==> src/rtl/comparator_pkg.sv <==
// Shared state encoding and slice geometry for the serial magnitude comparator.
// Pure types and constants; no logic, no latency, no flow control.
package comparator_pkg;

    typedef enum logic [1:0] {
        IDLE,
        COMPARE,
        DONE
    } cmp_state_t;

    localparam int SLICE_W = 2;

endpackage

==> src/rtl/greater_than_2_bit.sv <==
// Gate-level 2-bit unsigned greater-than slice: gt = (a > b).
// Purely combinational, zero latency, no flow control.
module greater_than_2_bit (
    input  logic [1:0] a,
    input  logic [1:0] b,
    output logic       gt
);

    assign gt = (a[1] & ~b[1]) | (~(a[1] ^ b[1]) & a[0] & ~b[0]);

endmodule

==> src/rtl/serial_compare_ctrl.sv <==
// MSB-first serial magnitude compare of two WIDTH-bit operands, one 2-bit slice per cycle.
// Latency k+1 cycles to done (k = first differing slice); start is only accepted while in_ready.
module serial_compare_ctrl
    import comparator_pkg::*;
#(
    parameter int WIDTH = 8
) (
    input  logic             clk,
    input  logic             rst,
    input  logic             start,
    input  logic [WIDTH-1:0] a,
    input  logic [WIDTH-1:0] b,
    output logic             in_ready,
    output logic             busy,
    output logic             done,
    output logic             gt,
    output logic             eq
);

    localparam int NUM_SLICES = WIDTH / SLICE_W;
    localparam int CNT_W      = (NUM_SLICES > 1) ? $clog2(NUM_SLICES) : 1;

    cmp_state_t       state_q, state_d;
    logic [WIDTH-1:0] sa_q, sa_d;
    logic [WIDTH-1:0] sb_q, sb_d;
    logic [CNT_W-1:0] cnt_q, cnt_d;
    logic             gt_q, gt_d;
    logic             eq_q, eq_d;
    logic             done_q, done_d;
    logic             busy_q, busy_d;
    logic             in_ready_q, in_ready_d;

    logic             s_gt;
    logic             s_lt;

    // Same slice instantiated twice with swapped operands gives both orderings.
    greater_than_2_bit u_slice_gt (
        .a  (sa_q[WIDTH-1 -: SLICE_W]),
        .b  (sb_q[WIDTH-1 -: SLICE_W]),
        .gt (s_gt)
    );

    greater_than_2_bit u_slice_lt (
        .a  (sb_q[WIDTH-1 -: SLICE_W]),
        .b  (sa_q[WIDTH-1 -: SLICE_W]),
        .gt (s_lt)
    );

    always_comb begin
        state_d = state_q;
        sa_d    = sa_q;
        sb_d    = sb_q;
        cnt_d   = cnt_q;
        gt_d    = gt_q;
        eq_d    = eq_q;

        case (state_q)
            IDLE: begin
                if (start) begin
                    sa_d    = a;
                    sb_d    = b;
                    cnt_d   = CNT_W'(NUM_SLICES - 1);
                    gt_d    = 1'b0;
                    eq_d    = 1'b0;
                    state_d = COMPARE;
                end
            end
            COMPARE: begin
                if (s_gt) begin
                    gt_d    = 1'b1;
                    eq_d    = 1'b0;
                    state_d = DONE;
                end else if (s_lt) begin
                    gt_d    = 1'b0;
                    eq_d    = 1'b0;
                    state_d = DONE;
                end else if (cnt_q == '0) begin
                    gt_d    = 1'b0;
                    eq_d    = 1'b1;
                    state_d = DONE;
                end else begin
                    sa_d  = sa_q << SLICE_W;
                    sb_d  = sb_q << SLICE_W;
                    cnt_d = cnt_q - CNT_W'(1);
                end
            end
            DONE: begin
                state_d = IDLE;
            end
            default: begin
                state_d = IDLE;
            end
        endcase

        // Status outputs are registered from the next state so they align with state_q.
        done_d     = (state_d == DONE);
        busy_d     = (state_d != IDLE);
        in_ready_d = (state_d == IDLE);
    end

    always_ff @(posedge clk) begin
        if (rst) begin
            state_q    <= IDLE;
            sa_q       <= '0;
            sb_q       <= '0;
            cnt_q      <= '0;
            gt_q       <= 1'b0;
            eq_q       <= 1'b0;
            done_q     <= 1'b0;
            busy_q     <= 1'b0;
            in_ready_q <= 1'b1;
        end else begin
            state_q    <= state_d;
            sa_q       <= sa_d;
            sb_q       <= sb_d;
            cnt_q      <= cnt_d;
            gt_q       <= gt_d;
            eq_q       <= eq_d;
            done_q     <= done_d;
            busy_q     <= busy_d;
            in_ready_q <= in_ready_d;
        end
    end

    assign in_ready = in_ready_q;
    assign busy     = busy_q;
    assign done     = done_q;
    assign gt       = gt_q;
    assign eq       = eq_q;

endmodule

==> config.mk <==
export PLATFORM = sky130hd
export DESIGN_NAME = serial_compare_ctrl
export DESIGN_NICKNAME = d
export VERILOG_FILES = /design/src/rtl/comparator_pkg.sv /design/src/rtl/greater_than_2_bit.sv /design/src/rtl/serial_compare_ctrl.sv
export SDC_FILE = /design/constraint.sdc
export NUM_CORES = 1
export LEC_CHECK = 0
export CORE_MARGIN = 2
export CORE_UTILIZATION = 35
export DETAILED_ROUTE_END_ITERATION = 8
export HOLD_SLACK_MARGIN = 0.12
export SLEW_MARGIN = 20
export SYNTH_ARGS = -nofsm -noshare
export SYNTH_HDL_FRONTEND = slang
export SYNTH_SLANG_ARGS = --single-unit
==> constraint.sdc <==
create_clock -name clk -period 3 [get_ports clk]
set_input_delay 0.6 -clock clk [delete_from_list [all_inputs] [get_ports clk]]
set_output_delay 0.6 -clock clk [all_outputs]
set_load 0.03 [all_outputs]
==> results of run 1 <==
==> registers in the layout, indices dropped and copies added, names as in the netlist <==
| signal | count |
|---|---|
| sb_q | 8 |
| in_ready | 1 |
| eq | 1 |
| gt | 1 |
| done | 1 |
| cnt_q | 2 |
| busy | 1 |
| state_q | 2 |
| sa_q | 8 |
==> area by class of cell <==
type | instances | area [sq um]
fill | 347 | 1819
multi-input combinational | 82 | 631.9
sequential | 25 | 500.5
timing repair buffer | 26 | 252.7
tap | 46 | 57.56
clock buffer | 4 | 26.28
inverter | 6 | 22.52
==> worst max-delay path by stage <==
stage / depth (start not counted) / startpoint / endpoint / slack, ns
after detailed placement: 5 / start / sb_q[4]$_SDFFE_PP0P_ / 0.63
after global routing: 6 / sa_q[7]$_SDFFE_PP0P_ / sb_q[7]$_SDFFE_PP0P_ / 0.47
after floorplan: 7 / sa_q[7]$_SDFFE_PP0P_ / sa_q[7]$_SDFFE_PP0P_ / 1.07
after global placement: 5 / start / sb_q[7]$_SDFFE_PP0P_ / 0.69
after CTS: 6 / sa_q[7]$_SDFFE_PP0P_ / sb_q[7]$_SDFFE_PP0P_ / 0.65
final: 6 / sa_q[7]$_SDFFE_PP0P_ / sb_q[7]$_SDFFE_PP0P_ / 0.67
==> routing by layer <==
| metal | routed length (um) | global-route usage | vias to the layer above | share of wire |
|---|---|---|---|---|
| met3 | 81 | 0.02703 | 2 | 0.032 |
| li1 | - | - | 490 | - |
| met1 | 1225 | 0.1837 | 467 | 0.49 |
| met5 | 0 | 0 | - | 0 |
| met4 | 23 | 0.05000 | 0 | 0.0092 |
| met2 | 1165 | 0.2379 | 16 | 0.47 |
==> cells in the mapped netlist, types with 2 or more instances <==
cell and instances:
a221oi_1 2, a211oi_2 9, nand2b_1 2, inv_1 6, dfxtp_1 25, clkbuf_1 3
mux2i_1 14, nor3_1 15, ha_1 3, or2_2 3, nand3_1 5, buf_2 2
o21bai_1 2, a211oi_1 4, a21oi_1 6, nand2_1 7, buf_6 2
==> power by group through the flow <==
stage / clock network (mW) / logic [mW] / registers [mW]
2_1_floorplan: 0 / 0.180 / 0.408
3_3_place_gp: 0 / 0.247 / 0.401
3_5_place_dp: 0 / 0.252 / 0.402
4_1_cts: 0.155 / 0.253 / 0.395
5_1_grt: 0.168 / 0.280 / 0.400
6_report: 0.147 / 0.252 / 0.394
==> worst max-delay path, delay by kind of cell, from the launching register on <==
kind,cells,cell delay [ns]
adder cells (fa/ha/maj),1,0.21
AO/OA/AOI/OAI,2,0.52
AND/OR/NAND/NOR,2,1.03
flip-flops,1,0.38
buffers and inverters,1,0.05
==> logic make-up after synthesis <==
| logic type | after synthesis | share of synthesized area |
|---|---|---|
| muxes | 14 | 0.1165 |
| and+or+nand+nor | 36 | 0.1592 |
| adders and majority gates | 3 | 0.03122 |
| buffers and inverters | 14 | 0.05827 |
| AOI/OAI and AO/OA | 28 | 0.2112 |
| xor gates and xnor gates | 1 | 0.007285 |
| DFF | 25 | 0.4162 |
==> per-stage QoR <==
step / total power, mW / cell area, sq um / std cells / hold WS [ns] / util
2_1_floorplan: 0.5880 / 1202 / 121 / 0.4432 / -
3_3_place_gp: 0.6489 / 1465 / 185 / 0.4762 / 0.4426
3_5_place_dp: 0.6540 / 1465 / 185 / 0.4711 / 0.4426
4_1_cts: 0.8026 / 1491 / 189 / 0.4885 / 0.4505
5_1_grt: 0.8475 / 1491 / 189 / 0.5323 / 0.4505
6_report: 0.7936 / 1491 / 189 / 0.4826 / 0.4505
==> key figures, run 1 <==
Worst setup path
  • Critical path arrival: 2.51 ns
  • Worst reg2reg path depth: 6
  • Crit end category: flip-flop
  • Crit-path max FO: 12
  • Beginning of the worst register-to-register path: sa_q[7]$_SDFFE_PP0P_
  • CP startpoint kind: flip-flop
  • Worst path required time: 3.18 ns
  • FF-to-FF setup slack: 0.67 ns
  • Worst R2R End: sb_q[7]$_SDFFE_PP0P_
  • Crit-path cells: inv_1 -> ha_1 -> or4b_4 -> a211o_1 -> nand2_1 -> a211oi_1
  • CP Class: flip-flop to flip-flop
  • Slowest CP cell: or4b_4
  • Max incr delay on CP: 0.56 ns

Yosys
  • Async SR Flop Fraction: 0
  • Synth Warn #: 0
  • Seq/Total Area, Yosys: 0.4162
  • Synth area leaders: dfxtp_1, mux2i_1, a211oi_2, nor3_1, ha_1
  • Cell taking the most area after synthesis: dfxtp_1
  • Mapped Cells: 121
  • Library cells used by synthesis: 28
  • Mean Syn Cell Area: 9.937 sq um
  • Register bit total from synthesis: 25
  • Post-synth EDFFs: 0
  • Post-Syn Area: 0.001202 sq mm
  • Main synth FF type: dfxtp_1
  • Top cell type's share of synthesized area: 0.4162
  • Syn Nets: 143

Timing
  • Max-slew violations: 0
  • Unrepaired setup endpoints after global routing: no
  • Clock Skew: 0.0009759 ns
  • Setup TNS Final: 0 ns
  • Final setup vio count: 0
  • Achievable Freq: 0.4295 GHz
  • Crit path time final: 2.328 ns
  • Final Cycle Share: 0.7762
  • Hold Fails Final Rpt: 0
  • Slack of the critical path: 0.6715 ns
  • Worst-Margin Slew: 0.6410 ns
  • Slew Limit Headroom: 0.5713

Clock tree
  • Htree depth: 1
  • CTS Hold Bufs: 0
  • CTS Buf Count: 3
  • Cts repair resizes: 0
  • Postcts setup bufs: 0
  • CTS Sinks: 25
  • Root buf cell: clkbuf_4
  • Clk buf depth: 2
  • Worst-Skew Late Latency: 0.31 ns
  • TritonCTS clock tree: yes
  • Worst-path clk slew: 0.13 ns

GRT
  • Global route overflow: 0
  • Vias in the first global route: 1012
  • Antenna violations before repair: 0
  • Largest net degree at the start of global routing: 25
  • Global Route Usage Sum: 0.1425
  • Global-route wire length before repair: 4.567 mm

Detailed routing
  • ANT nets after route: 0
  • DRC viols: 0
  • Via count: 975
  • DRT Pass-1 Iters: 4
  • DR iter-0 viols: 25
  • Routed length per instance: 13.21 um
  • Vias/cell: 5.159
  • Routed Wire Length: 2.496 mm

Cells and area
  • Layout cell share with drive strength beyond 1: 0.1469
  • Area delta synth->final: 24.04%
  • Most common cell after layout, fill and taps aside: dfxtp_1
  • Most frequent cells in the layout: dfxtp_1, clkdlybuf4s50_1, nor3_1, mux2i_1, a211oi_2
  • ANT cells: 0
  • Layout Nets: 166

Power
  • Pwr per Cell Area: 532.1 mW/mm^2
  • Internal: 0.5387 mW
  • Leak: 0.5439 nW
  • Sw Pwr: 0.2549 mW
  • Sequential share of power: 0.497
  • Max VDD drop: 0.1507 mV
  • Comb power frac: 0.318
  • Clock share of power: 0.186
  • Switching portion of total power: 0.3212

Hold path
  • Hold Startpoint: sa_q[0]$_SDFFE_PP0P_
  • Worst hold stages: 2
  • Min-Delay Endpoint: sa_q[0]$_SDFFE_PP0P_
  • Worst Hold Class: flip-flop to flip-flop

Floorplan
  • Core Rows: 21
  • Initial core utilization: 0.3632
  • Die area: 0.003920 sq mm
  • Top Ports: 24
  • Core ar.: 0.003311 sq mm
  • DIE HEIGHT: 62.61 um
  • Die Wd: 62.61 um

Place
  • GPL Wtd Cong: 0.7235
  • Setup slack at placement: 0.6333 ns
  • Hpwl dp: 1.802 mm
  • IO Port Bufs: 23

Flow run
  • Max Cap Viol: 0

Outcome
  • Status: finished clean
No activity file was read; power rests on OpenSTA's default activity.
==> run 2, diff against run 1 <==
==> constraint.sdc (replaced) <==
create_clock -name clk -period 2 [get_ports clk]
set_input_delay 0.4 -clock clk [delete_from_list [all_inputs] [get_ports clk]]
set_output_delay 0.4 -clock clk [all_outputs]
set_load 0.03 [all_outputs]
==> key figures, run 2 (same netlist as run 1, synthesis figures left out) <==
Power
  • Max VDD drop: 0.2993 mV (was 0.1507 mV)
  • Leak: 0.5890 nW (was 0.5439 nW)
  • Pwr per Cell Area: 786.4 mW/mm^2 (was 532.1 mW/mm^2)

Place
  • Hpwl dp: 1.875 mm (was 1.802 mm)
  • IO Port Bufs: 23 (unchanged)
  • Placed cell area: 0.001530 sq mm (was 0.001465 sq mm)
  • GPL Wtd Cong: 0.7298 (was 0.7235)

Clock tree
  • CTS Hold Bufs: 0 (unchanged)
  • Worst-Skew Late Latency: 0.31 ns (about the same)
  • CTS Buf Count: 3 (unchanged)
  • TritonCTS clock tree: yes (unchanged)
  • Root buf cell: clkbuf_4 (unchanged)
  • Htree depth: 1 (unchanged)
  • Clk buf depth: 2 (unchanged)
  • CTS Sinks: 25 (unchanged)
  • Postcts setup bufs: 0 (unchanged)
  • Worst-path clk slew: 0.14 ns (was 0.13 ns)

Cells and area
  • Final instance area: 0.001592 sq mm (was 0.001491 sq mm)
  • Layout Nets: 174 (was 166)
  • Area delta synth->final: 32.36% (was 24.04%)
  • FILL cells: 347 (unchanged)
  • Most frequent cells in the layout: dfxtp_1, clkdlybuf4s50_1, nor3_1, mux2i_1, a211oi_2 (unchanged)
  • Layout cell share with drive strength beyond 1: 0.2252 (was 0.1469)
  • Final core utilization: 0.4807 (was 0.4505)
  • ANT cells: 0 (unchanged)
  • Biggest regs: sa_q: 8 flops, sb_q: 8 flops (unchanged)

Worst setup path
  • Setup crit end: sb_q[4]$_SDFFE_PP0P_ (was sb_q[7]$_SDFFE_PP0P_)
  • Slowest CP cell: or4b_4 (unchanged)
  • CP Class: flip-flop to flip-flop (unchanged)
  • CP startpoint kind: flip-flop (unchanged)
  • FF-to-FF setup slack: 0.08 ns (was 0.67 ns)
  • Max incr delay on CP: 0.54 ns (was 0.56 ns)
  • Worst reg2reg path depth: 7 (was 6)
  • Worst R2R End: sb_q[4]$_SDFFE_PP0P_ (was sb_q[7]$_SDFFE_PP0P_)
  • Crit-path max FO: 4 (was 12)
  • Beginning of the worst register-to-register path: sa_q[7]$_SDFFE_PP0P_ (unchanged)
  • Crit-path cells: inv_1 -> ha_2 -> or4b_4 -> a211oi_4 -> buf_4 -> nor3_1 -> a211oi_2 (was inv_1 -> ha_1 -> or4b_4 -> a211o_1 -> nand2_1 -> a211oi_1)
  • Worst path required time: 2.25 ns (was 3.18 ns)
  • Crit end category: flip-flop (unchanged)
  • Crit path launch: sa_q[7]$_SDFFE_PP0P_ (unchanged)
  • Critical path arrival: 2.16 ns (was 2.51 ns)

Flow run
  • Max Cap Viol: 0 (unchanged)

GRT
  • Antenna violations before repair: 0 (unchanged)
  • Largest net degree at the start of global routing: 24 (was 25)
  • Global route overflow: 0 (unchanged)
  • Global-route wire length before repair: 4.429 mm (was 4.567 mm)
  • Global Route Usage Sum: 0.1373 (was 0.1425)
  • Vias in the first global route: 1045 (was 1012)

Detailed routing
  • DRT Pass-1 Iters: 4 (unchanged)
  • Vias/cell: 4.975 (was 5.159)
  • ANT nets after route: 0 (unchanged)
  • DR iter-0 viols: 25 (unchanged)
  • Via count: 980 (was 975)
  • DRC viols: 0 (unchanged)
  • Routed Wire Length: 2.620 mm (was 2.496 mm)
  • Routed length per instance: 13.30 um (was 13.21 um)

Floorplan
  • Die Wd: 62.61 um (unchanged)
  • Core ar.: 0.003311 sq mm (unchanged)
  • DIE HEIGHT: 62.61 um (unchanged)
  • Die area: 0.003920 sq mm (unchanged)
  • Core Rows: 21 (unchanged)
  • Top Ports: 24 (unchanged)
  • Initial core utilization: 0.3632 (unchanged)

Timing
  • Slew Limit Headroom: 0.7059 (was 0.5713)
  • Crit path time final: 1.916 ns (was 2.328 ns)
  • Final Cycle Share: 0.9582 (was 0.7762)
  • Hold Fails Final Rpt: 0 (unchanged)
  • Clock Skew: 0.003982 ns (was 0.0009759 ns)
  • Worst-Margin Slew: 0.4396 ns (was 0.6410 ns)
  • Achievable Freq: 0.5218 GHz (was 0.4295 GHz)
  • Max-slew violations: 0 (unchanged)
  • Final setup vio count: 0 (unchanged)

Hold path
  • Worst Hold Class: flip-flop to flip-flop (unchanged)

Outcome
  • Status: finished clean (unchanged)
-- run 2: cell types whose count changed in the layout (fill, tap and decap cells not counted), sizes merged --
cell / before / now
buf: 3 / 11
-- run 2: routing by layer --
metal  routed length (um)  GRT usage  vias up  share of wire
li1                     -          -      501              -
met1                 1225     0.1582      459           0.47
met4                   25    0.03333        0         0.0095
met5                    0          0        -              0
met2                 1278     0.2634       16           0.49
met3                   91    0.01982        4          0.035
-- run 2: metrics by stage --
stage | TNS, ns | hold WS [ns] | total power [mW] | worst slack [ns] | instances
finish | 0 | 0.4760 | 1.252 | 0.08367 | 197
global route | -0.001259 | 0.4974 | 1.331 | -0.001259 | 197
CTS | 0 | 0.4795 | 1.250 | 0.001158 | 196
detailed placement | 0 | 0.4611 | 1.023 | 0.01653 | 192
global placement | 0 | 0.4505 | 1.009 | 0.06836 | 192
floorplan | 0 | 0.4432 | 0.8820 | 0.06688 | 121
-- run 2: report_power, final --
part | switching, mW | internal, mW
sequential | 0.0378 | 0.558
clock | 0.149 | 0.0779
combinational | 0.215 | 0.213
-- run 2: cell type report --
type | instances | area (sq um) | area share
clock buffers | 4 | 26.28 | 0.01651
inverters | 6 | 22.52 | 0.01415
multi-input cells | 82 | 646.9 | 0.4064
flip-flops and latches | 25 | 505.5 | 0.3176
well taps | 46 | 57.56 | 0.03616
repair buffers | 34 | 332.8 | 0.2091
-- run 2: worst min path at each step --
stage | startpoint | to | slack [ns] | cells past startpoint
final | sa_q[0]$_SDFFE_PP0P_ | sa_q[0]$_SDFFE_PP0P_ | 0.48 | 2
after detailed placement | sb_q[1]$_SDFFE_PP0P_ | sb_q[1]$_SDFFE_PP0P_ | 0.46 | 2
after global routing | sa_q[0]$_SDFFE_PP0P_ | sa_q[0]$_SDFFE_PP0P_ | 0.50 | 2
after floorplan | sa_q[0]$_SDFFE_PP0P_ | sa_q[0]$_SDFFE_PP0P_ | 0.44 | 2
after global placement | sa_q[1]$_SDFFE_PP0P_ | sa_q[1]$_SDFFE_PP0P_ | 0.45 | 2
after CTS | sb_q[1]$_SDFFE_PP0P_ | sb_q[1]$_SDFFE_PP0P_ | 0.48 | 2
-- run 2: critical path, delay by kind of cell, from the launching register on --
family          cells  cell delay [ns]
flops               1             0.39
compound gates      2             0.45
buf+inv             2             0.24
fa+ha+maj           1             0.18
simple gates        2             0.60
-- run 2: repair_timing --
action | 4_1_cts | 5_1_grt
resized for setup | 1 | 9
setup endpoints to repair | 1 | 14
gates cloned | 0 | 1
pin swaps | 0 | 4
==> run 3, diff against run 2 <==
--- a/config.mk
+++ b/config.mk
@@ -6,9 +6,11 @@
 export NUM_CORES = 1
 export LEC_CHECK = 0
 export CORE_MARGIN = 2
-export CORE_UTILIZATION = 35
+export CORE_UTILIZATION = 39
+export CTS_CLUSTER_DIAMETER = 120
 export DETAILED_ROUTE_END_ITERATION = 8
 export HOLD_SLACK_MARGIN = 0.12
+export PLACE_DENSITY = 0.66
 export SLEW_MARGIN = 20
 export SYNTH_ARGS = -nofsm -noshare
 export SYNTH_HDL_FRONTEND = slang
==> key figures, run 3 (same netlist as run 1, synthesis figures left out) <==
GRT
  • Antenna violations before repair: 0 (unchanged)
  • Global-route wire length before repair: 4.450 mm (was 4.429 mm)
  • Global Route Usage Sum: 0.1654 (was 0.1373)
  • Vias in the first global route: 1013 (was 1045)
  • Global route overflow: 0 (unchanged)
  • Largest net degree at the start of global routing: 24 (unchanged)

Place
  • IO Port Bufs: 23 (unchanged)
  • Setup slack at placement: 0.004614 ns (was 0.01653 ns)
  • GPL Wtd Cong: 0.7094 (was 0.7298)
  • Hpwl dp: 1.816 mm (was 1.875 mm)
  • Placed cells: 178 (was 192)

Clock tree
  • Worst-Skew Late Latency: 0.33 ns (was 0.31 ns)
  • CTS Sinks: 25 (unchanged)
  • Root buf cell: clkbuf_4 (unchanged)
  • Worst-path clk slew: 0.15 ns (was 0.14 ns)
  • TritonCTS clock tree: yes (unchanged)
  • CTS Buf Count: 3 (unchanged)
  • Htree depth: 1 (unchanged)
  • Clk buf depth: 2 (unchanged)

Floorplan
  • Initial core utilization: 0.4004 (was 0.3632)
  • DIE HEIGHT: 59.53 um (was 62.61 um)
  • Die Wd: 59.53 um (was 62.61 um)
  • Core ar.: 0.003003 sq mm (was 0.003311 sq mm)
  • Core Rows: 20 (was 21)
  • Top Ports: 24 (unchanged)
  • Die area: 0.003543 sq mm (was 0.003920 sq mm)

Worst setup path
  • CP Class: flip-flop to flip-flop (unchanged)
  • Slowest CP cell: or4b_4 (unchanged)
  • Crit path launch: sa_q[7]$_SDFFE_PP0P_ (unchanged)
  • Crit-path leading delay family: simple AND/OR/NAND/NOR gates (unchanged)
  • Worst reg2reg path depth: 7 (unchanged)
  • Crit-path max FO: 5 (was 4)
  • Worst path required time: 2.24 ns (was 2.25 ns)
  • Worst R2R End: sb_q[6]$_SDFFE_PP0P_ (was sb_q[4]$_SDFFE_PP0P_)
  • Crit end category: flip-flop (unchanged)
  • Critical path arrival: 2.14 ns (was 2.16 ns)
  • FF-to-FF setup slack: 0.10 ns (was 0.08 ns)
  • Crit-path cells: inv_1 -> ha_2 -> or4b_4 -> a211oi_4 -> buf_6 -> nor3_1 -> a211oi_2 (was inv_1 -> ha_2 -> or4b_4 -> a211oi_4 -> buf_4 -> nor3_1 -> a211oi_2)
  • Setup crit end: sb_q[6]$_SDFFE_PP0P_ (was sb_q[4]$_SDFFE_PP0P_)
  • CP startpoint kind: flip-flop (unchanged)
  • Max incr delay on CP: 0.54 ns (about the same)
  • Buf+Inv Stages, Crit Path: 2 (unchanged)
  • Beginning of the worst register-to-register path: sa_q[7]$_SDFFE_PP0P_ (unchanged)
  • Critical path depth in cells: 7 (unchanged)

Detailed routing
  • ANT nets after route: 0 (unchanged)
  • DR iter-0 viols: 11 (was 25)
  • Routed length per instance: 13.77 um (was 13.30 um)
  • Routed Wire Length: 2.534 mm (was 2.620 mm)
  • Via count: 988 (was 980)
  • DRC viols: 0 (unchanged)
  • Vias/cell: 5.370 (was 4.975)
  • DRT Pass-1 Iters: 4 (unchanged)

Cells and area
  • FILL cells: 278 (was 347)
  • ANT cells: 0 (unchanged)
  • Most frequent cells in the layout: dfxtp_1, clkdlybuf4s50_1, nor3_1, mux2i_1, a211oi_2 (unchanged)
  • Post-Layout Cell Count: 184 (was 197)
  • Area delta synth->final: 30.28% (was 32.36%)
  • Layout cell share with drive strength beyond 1: 0.2318 (was 0.2252)
  • Biggest regs: sa_q: 8 flops, sb_q: 8 flops (unchanged)
  • Layout Nets: 174 (unchanged)

Timing
  • Max-slew violations: 0 (unchanged)
  • Hold Fails Final Rpt: 0 (unchanged)
  • Crit path time final: 1.897 ns (was 1.916 ns)
  • Clock Skew: 0.01711 ns (was 0.003982 ns)
  • Unrepaired setup endpoints after global routing: no
  • Slack of the critical path: 0.1025 ns (was 0.08367 ns)
  • Slew Limit Headroom: 0.7053 (was 0.7059)
  • Final setup vio count: 0 (unchanged)
  • Achievable Freq: 0.5270 GHz (was 0.5218 GHz)
  • Worst-Margin Slew: 0.4405 ns (was 0.4396 ns)
  • Final Cycle Share: 0.9487 (was 0.9582)

Power
  • Max VDD drop: 0.3967 mV (was 0.2993 mV)
  • Leak: 0.5900 nW (was 0.5890 nW)
  • Pwr per Cell Area: 796.5 mW/mm^2 (was 786.4 mW/mm^2)

Outcome
  • Status: finished clean (unchanged)

Hold path
  • Worst Hold Class: flip-flop to flip-flop (unchanged)

Flow run
  • Max Cap Viol: 0 (unchanged)
-- run 3: what timing repair did --
| item | 4_1_cts | 5_1_grt |
|---|---|---|
| buffers inserted | 0 | 1 |
| cloned | 0 | 1 |
| hold buffers | 0 | 0 |
| endpoints found under the setup margin | 11 | 13 |
| resized for setup | 1 | 7 |
| pin swaps | 0 | 7 |
-- run 3: layout make-up --
cell class                      instances  area [sq um]  area share
Timing Repair Buffer                   34         332.8      0.2125
Inverter                                6         22.52     0.01438
Tap cell                               33         41.29     0.02636
Multi-Input combinational cell         82         639.4      0.4081
Clock inverter                          1         5.005    0.003195
Clock buffer                            3         22.52     0.01438
Sequential cell                        25         503.0      0.3211
-- run 3: per-stage QoR --
step / cell area, sq um / util / setup TNS (ns) / hold slack [ns] / power (mW)
3_3_place_gp: 1506 / 0.5017 / 0 / 0.4511 / 1.007
2_1_floorplan: 1202 / - / 0 / 0.4432 / 0.8820
5_1_grt: 1567 / 0.5217 / 0 / 0.5105 / 1.318
4_1_cts: 1535 / 0.5113 / -0.01716 / 0.4859 / 1.248
6_report: 1567 / 0.5217 / 0 / 0.4797 / 1.248
3_5_place_dp: 1506 / 0.5017 / 0 / 0.4671 / 1.018
-- run 3: power by group --
| group | internal, mW | switching (mW) |
|---|---|---|
| logic | 0.212 | 0.213 |
| registers | 0.558 | 0.0356 |
| clock network | 0.0749 | 0.155 |
| total | 0.844 | 0.403 |
-- run 3: worst reg2reg max path, delay by kind of cell (launching register included) --
family	cells	cell delay (ns)
AND/OR/NAND/NOR	2	0.59
adder cells (fa/ha/maj)	1	0.17
AO/OA/AOI/OAI	2	0.46
flip-flops	1	0.37
buffers and inverters	2	0.22
-- run 3: layer usage --
layer  vias up  track usage  wire length, um
met5         -            0                0
met4         0      0.08889               51
met3         6      0.02838               75
met2        19       0.2904             1259
met1       458       0.1890             1147
li1        505            -                -
-- run 3: worst min path at each step --
stage / start / end / slack [ns] / cells past startpoint
after detailed placement: sb_q[0]$_SDFFE_PP0P_ / sb_q[0]$_SDFFE_PP0P_ / 0.47 / 2
after floorplan: sa_q[0]$_SDFFE_PP0P_ / sa_q[0]$_SDFFE_PP0P_ / 0.44 / 2
after global routing: sb_q[1]$_SDFFE_PP0P_ / sb_q[1]$_SDFFE_PP0P_ / 0.51 / 2
final: sb_q[0]$_SDFFE_PP0P_ / sb_q[0]$_SDFFE_PP0P_ / 0.48 / 2
after CTS: sb_q[0]$_SDFFE_PP0P_ / sb_q[0]$_SDFFE_PP0P_ / 0.49 / 2
after global placement: sb_q[0]$_SDFFE_PP0P_ / sb_q[0]$_SDFFE_PP0P_ / 0.45 / 2
